[src/rtl/dmem_access_ctrl.sv]
// dmem_access_ctrl
// Launches MEM-stage loads/stores onto an SRAM-like req/addr_ok/data_ok bus.
// Only one transaction is outstanding at a time. Request fields are held
// stable while req is high. Flushed transactions run to completion on the bus,
// and their responses are dropped. A saturating counter tracks stall cycles.
module dmem_access_ctrl #(
  parameter int ADDR_W = 32,
  parameter int DATA_W = 32,
  parameter int CNT_W  = 32
) (
  input  logic                clk,
  input  logic                reset,
  // MEM stage side
  input  logic                mem_valid,
  input  logic                mem_we,
  input  logic [1:0]          mem_size,
  input  logic [ADDR_W-1:0]   mem_addr,
  input  logic [DATA_W/8-1:0] mem_wstrb,
  input  logic [DATA_W-1:0]   mem_wdata,
  input  logic                mem_flush,
  input  logic                wb_allowin,
  output logic                mem_ready,
  output logic [DATA_W-1:0]   mem_rdata,
  output logic                mem_stall,
  output logic [CNT_W-1:0]    perf_stall_cnt,
  // data bus side
  output logic                data_sram_req,
  output logic                data_sram_wr,
  output logic [1:0]          data_sram_size,
  output logic [ADDR_W-1:0]   data_sram_addr,
  output logic [DATA_W/8-1:0] data_sram_wstrb,
  output logic [DATA_W-1:0]   data_sram_wdata,
  input  logic                data_sram_addr_ok,
  input  logic                data_sram_data_ok,
  input  logic [DATA_W-1:0]   data_sram_rdata
);

  localparam int STRB_W = DATA_W / 8;

  typedef enum logic [1:0] {
    S_IDLE = 2'd0,
    S_ADDR = 2'd1,
    S_DATA = 2'd2,
    S_HOLD = 2'd3
  } state_e;

  state_e              state_q, state_d;
  logic                cancel_q, cancel_d;
  logic                req_q, req_d;
  logic                wr_q;
  logic [1:0]          size_q;
  logic [ADDR_W-1:0]   addr_q;
  logic [STRB_W-1:0]   wstrb_q;
  logic [DATA_W-1:0]   wdata_q;
  logic [DATA_W-1:0]   rdata_q, rdata_d;
  logic [CNT_W-1:0]    cnt_q, cnt_d;

  logic                launch_s;
  logic                resp_s;
  logic                done_s;
  logic                cnt_sat_s;

  // A new access launches only from IDLE, never during a flush, and never
  // while a cancelled transaction is still owed its data_ok.
  assign launch_s  = (state_q == S_IDLE) & mem_valid & ~mem_flush & ~cancel_q;
  // Any data_ok seen while waiting for data closes the bus transaction.
  assign resp_s    = (state_q == S_DATA) & data_sram_data_ok;
  // Only a response belonging to a live (uncancelled) instruction is delivered.
  assign done_s    = resp_s & ~cancel_q;
  assign cnt_sat_s = &cnt_q;

  // Result handshake: completion passes through live, and HOLD replays it.
  assign mem_ready = done_s | (state_q == S_HOLD);
  assign mem_rdata = done_s ? data_sram_rdata : rdata_q;
  assign mem_stall = mem_valid & ~mem_flush & ~(mem_ready & wb_allowin);

  assign perf_stall_cnt  = cnt_q;
  assign data_sram_req   = req_q;
  assign data_sram_wr    = wr_q;
  assign data_sram_size  = size_q;
  assign data_sram_addr  = addr_q;
  assign data_sram_wstrb = wstrb_q;
  assign data_sram_wdata = wdata_q;

  // Next-state logic for the bus sequencer, cancel flag and request line.
  always_comb begin
    state_d  = state_q;
    cancel_d = cancel_q;
    req_d    = req_q;
    case (state_q)
      S_IDLE: begin
        if (launch_s) begin
          state_d = S_ADDR;
          req_d   = 1'b1;
        end else begin
          state_d = S_IDLE;
        end
      end
      S_ADDR: begin
        // The request must stay on the bus even if the instruction is flushed.
        if (mem_flush) begin
          cancel_d = 1'b1;
        end else begin
          cancel_d = cancel_q;
        end
        if (data_sram_addr_ok) begin
          state_d = S_DATA;
          req_d   = 1'b0;
        end else begin
          state_d = S_ADDR;
        end
      end
      S_DATA: begin
        if (resp_s) begin
          // Transaction closed on the bus. Any pending cancel is now settled.
          cancel_d = 1'b0;
          if (done_s & ~mem_flush & ~wb_allowin) begin
            state_d = S_HOLD;
          end else begin
            state_d = S_IDLE;
          end
        end else if (mem_flush) begin
          cancel_d = 1'b1;
          state_d  = S_DATA;
        end else begin
          state_d = S_DATA;
        end
      end
      S_HOLD: begin
        // A flush while holding drops the result; otherwise wait for WB.
        if (wb_allowin | mem_flush) begin
          state_d = S_IDLE;
        end else begin
          state_d = S_HOLD;
        end
      end
      default: begin
        state_d  = S_IDLE;
        cancel_d = 1'b0;
        req_d    = 1'b0;
      end
    endcase
  end

  // Capture load data on a live completion, and update the stall counter.
  always_comb begin
    rdata_d = rdata_q;
    cnt_d   = cnt_q;
    if (done_s) begin
      rdata_d = data_sram_rdata;
    end else begin
      rdata_d = rdata_q;
    end
    if (mem_stall & ~cnt_sat_s) begin
      cnt_d = cnt_q + {{(CNT_W-1){1'b0}}, 1'b1};
    end else begin
      cnt_d = cnt_q;
    end
  end

  // State, request registers, captured data and counter, with synchronous reset.
  always_ff @(posedge clk) begin
    if (reset) begin
      state_q  <= S_IDLE;
      cancel_q <= 1'b0;
      req_q    <= 1'b0;
      wr_q     <= 1'b0;
      size_q   <= 2'b00;
      addr_q   <= {ADDR_W{1'b0}};
      wstrb_q  <= {STRB_W{1'b0}};
      wdata_q  <= {DATA_W{1'b0}};
      rdata_q  <= {DATA_W{1'b0}};
      cnt_q    <= {CNT_W{1'b0}};
    end else begin
      state_q  <= state_d;
      cancel_q <= cancel_d;
      req_q    <= req_d;
      rdata_q  <= rdata_d;
      cnt_q    <= cnt_d;
      if (launch_s) begin
        wr_q    <= mem_we;
        size_q  <= mem_size;
        addr_q  <= mem_addr;
        wstrb_q <= mem_wstrb;
        wdata_q <= mem_wdata;
      end
    end
  end

endmodule

[config.mk]
export PLATFORM = sky130hd
export DESIGN_NAME = dmem_access_ctrl
export DESIGN_NICKNAME = d
export VERILOG_FILES = /design/src/rtl/dmem_access_ctrl.sv
export SDC_FILE = /design/constraint.sdc
export NUM_CORES = 1
export LEC_CHECK = 0
export BUFFER_PORTS_ARGS = -buffer_cell sky130_fd_sc_hd__buf_2
export CAP_MARGIN = 30
export CORE_MARGIN = 2
export CORE_UTILIZATION = 51
export CTS_BUF_LIST = sky130_fd_sc_hd__clkbuf_16
export DETAILED_ROUTE_END_ITERATION = 10
export GPL_TIMING_DRIVEN = 0
export PLACE_DENSITY = 0.85
export REMOVE_ABC_BUFFERS = 1
export SETUP_SLACK_MARGIN = 0.1
export SLEW_MARGIN = 20
export SYNTH_ARGS = -nofsm -noshare
export SYNTH_HDL_FRONTEND = slang
export SYNTH_SLANG_ARGS = --single-unit
export TNS_END_PERCENT = 100
[constraint.sdc]
create_clock -name clk -period 3.8 [get_ports clk]
set_input_delay 0.38 -clock clk [delete_from_list [all_inputs] [get_ports clk]]
set_output_delay 0.38 -clock clk [all_outputs]
set_load 0.01 [all_outputs]
==> results.json <==
{
  "crit_fanout": 16,
  "fin_crit_sh_pct": 71.1,
  "switching_share_pct": 22.9,
  "grt_pass1_vias": 5124,
  "vdd_drop_max_mv": 0.331,
  "synth_area_per_cell_sq_um": 8.75,
  "num-nets-final": 989,
  "yosysMostFrequentCell": "nand2_1",
  "syn_inst": 640,
  "finClkSkew_ns": 0.0120,
  "dp_hpwl_microns": 10600,
  "cts.path.max_buffers": 2,
  "yosysTopAreaCell": "dfxtp_1",
  "crit_path_start_kind": "flip-flop",
  "wl_per_cell_microns": 14.8,
  "overflow": 0,
  "yosys-top-cells-count": "153 x nand2_1, 139 x dfxtp_1, 96 x a21oi_1",
  "grt_first_pass_wirelength_microns": 23800,
  "min_path_cells": 3,
  "path_clk_slew_ns": 0.06,
  "drtIter0Drc": 325,
  "die-area_sq_mm": 0.0118,
  "ys_seq_area_share_pct": 49.7,
  "cts_hold_buf": 0,
  "internal_power_mw": 2.71,
  "hold_slack_ns": 0.186,
  "ios": 248,
  "arrival_ns": 2.32,
  "drt_pass1_iterations": 4,
  "routabilityCongestion": 0.836,
  "routed_wirelength_microns": 15100,
  "root_buffer": "clkbuf_16",
  "coreArea_sq_mm": 0.0108,
  "cp-end-kind": "primary output",
  "finalHoldViolations": 0,
  "drv_slew": 0,
  "place_inst": 994,
  "cts_tree": "done",
  "power_leakage_nw": 3.48,
  "die_h_microns": 109,
  "p_seq_share_pct": 43.5,
  "worst_pin_slew_ns": 0.770,
  "htree_levels": 4,
  "utilization_pct": 70.2,
  "cts_sinks": 139,
  "final_cell_count_no_fill": 1025,
  "status": "finished clean",
  "reg2regPathDepth": 5,
  "multi_input_area_sq_mm": 0.00265,
  "avgViaCountPerCell": 5.22,
  "drive_above_1_share_pct": 37.1,
  "worstPathRequired_ns": 3.42,
  "report.final.setup_viol": 0,
  "synth_area_sq_mm": 0.00560,
  "cts_setup_buffers": 0,
  "clk_latency_ns": 0.42,
  "max_freq_mhz": 370,
  "drc": 0,
  "yosys_warnings": 0,
  "rsz0062_at_grt": "false",
  "grt_max_degree": 73,
  "synth_area_leaders": "dfxtp_1 50%, nand2_1 10%, a21oi_1 8.6%",
  "p_sw_mw": 0.803,
  "start_util_pct": 51.9,
  "num_rows": 38,
  "pwr-share-clk_pct": 48.4,
  "area_delta_synth_final_pct": 35.4,
  "min_path_type": "primary input to flip-flop",
  "fill_cells": 837,
  "synthDistinctLibCells": 49,
  "grt_util_all_layers_pct": 25.9,
  "cap_viol_max_count": 0,
  "regArea_sq_mm": 0.00278,
  "portBuffers": 247,
  "synth_top_area_share_pct": 49.7,
  "synth_edf_count": 0,
  "cts_inserted_buffers": 17,
  "powerDensity_mw_per_mm2": 464,
  "postSynth.topFlopCell": "dfxtp_1",
  "die_w_microns": 109,
  "drtAntennaViolNets": 0,
  "power.share.combinational_pct": 8.1,
  "path_class": "flip-flop to primary output",
  "post-route-min-period_ns": 2.70,
  "diodes": 0,
  "synthArstFlopShare_pct": 0,
  "cts_repair_resize_count": 0,
  "antenna_found_initial": 0,
  "synth_seq_cells": 139,
  "slew_headroom_pct": 48.2,
  "vias": 5349
}
## placed cells by master (no fill, tap or decap), types with 9 or more instances in the layout
| cell type | count |
|---|---|
| or3_1 | 13 |
| nand4_1 | 10 |
| o21ai_1 | 9 |
| mux2_2 | 32 |
| nor2_1 | 20 |
| nor2b_1 | 34 |
| buf_2 | 246 |
| dfxtp_1 | 139 |
| clkbuf_16 | 17 |
| inv_1 | 9 |
| nand3_1 | 12 |
| o31ai_1 | 9 |
| a21oi_1 | 96 |
| nand2_1 | 153 |
## per-stage QoR
stage	instance area [sq um]	worst slack (ns)	total power, mW	setup TNS (ns)
4_1_cts	7580	1.09	3.54	0
3_3_place_gp	6860	-0.420	1.83	-14.92
3_5_place_dp	6980	1.31	1.85	0
5_1_grt	7580	0.979	3.64	0
6_report	7580	1.10	3.51	0
2_1_floorplan	5450	0.976	1.68	0
## state kept, by name, summed over array words and instances, names as in the netlist
name	count
perf_stall_cnt	32
data_sram_size	2
data_sram_wr	1
data_sram_wdata	32
data_sram_addr	32
cancel_q	1
rdata_q	32
state_q	2
data_sram_req	1
data_sram_wstrb	4
## critical path: stages, from the launching register on
cell and delay, ns:
dfxtp_1 0.35, inv_1 0.09, ha_1 0.30, nand3b_1 0.22
buf_8 0.20, buf_6 0.21, mux2_2 0.37, buf_2 0.15
## cell families after synthesis
kind of cell    share of synthesized area [%]
compound gates                           12.8
buf+inv                                  3.33
xor+xnor                                0.782
mux                                      7.02
flops                                    49.7
simple gates                             25.0
fa+ha+maj                                1.34
## cell type report
class,count,share of cell area (%)
flip-flops and latches,139,36.7
multi-input cells,454,34.9
repair buffers,252,17.6
clock buffers,17,5.61
clock inverters,14,2.36
well taps,140,2.31
inverters,9,0.446
## worst paths after layout
path / from / to / slack [ns]
worst max-delay path: state_q[0] / mem_rdata[17] / 1.10
worst min-delay path: mem_addr[27] / data_sram_addr[27] / 0.19
worst max register to register: perf_stall_cnt[17] / perf_stall_cnt[5] / 1.26
worst min register to register: data_sram_wdata[3] / data_sram_wdata[3] / 0.45
## metal layers
layer | GRT usage (%) | part of all wire (%)
met1 | 29.1 | 39
met3 | 9.03 | 8.2
met4 | 11.0 | 2.4
met2 | 44.4 | 51
met5 | 0 | 0
## power by group through the flow
stage | logic, mW | registers, mW | clock network [mW]
final | 0.286 | 1.53 | 1.70
after global routing | 0.318 | 1.53 | 1.79
after CTS | 0.288 | 1.53 | 1.72
after detailed placement | 0.286 | 1.56 | 0
after global placement | 0.270 | 1.56 | 0
after floorplan | 0.0964 | 1.58 | 0
Power figures use the tool's default switching activity.
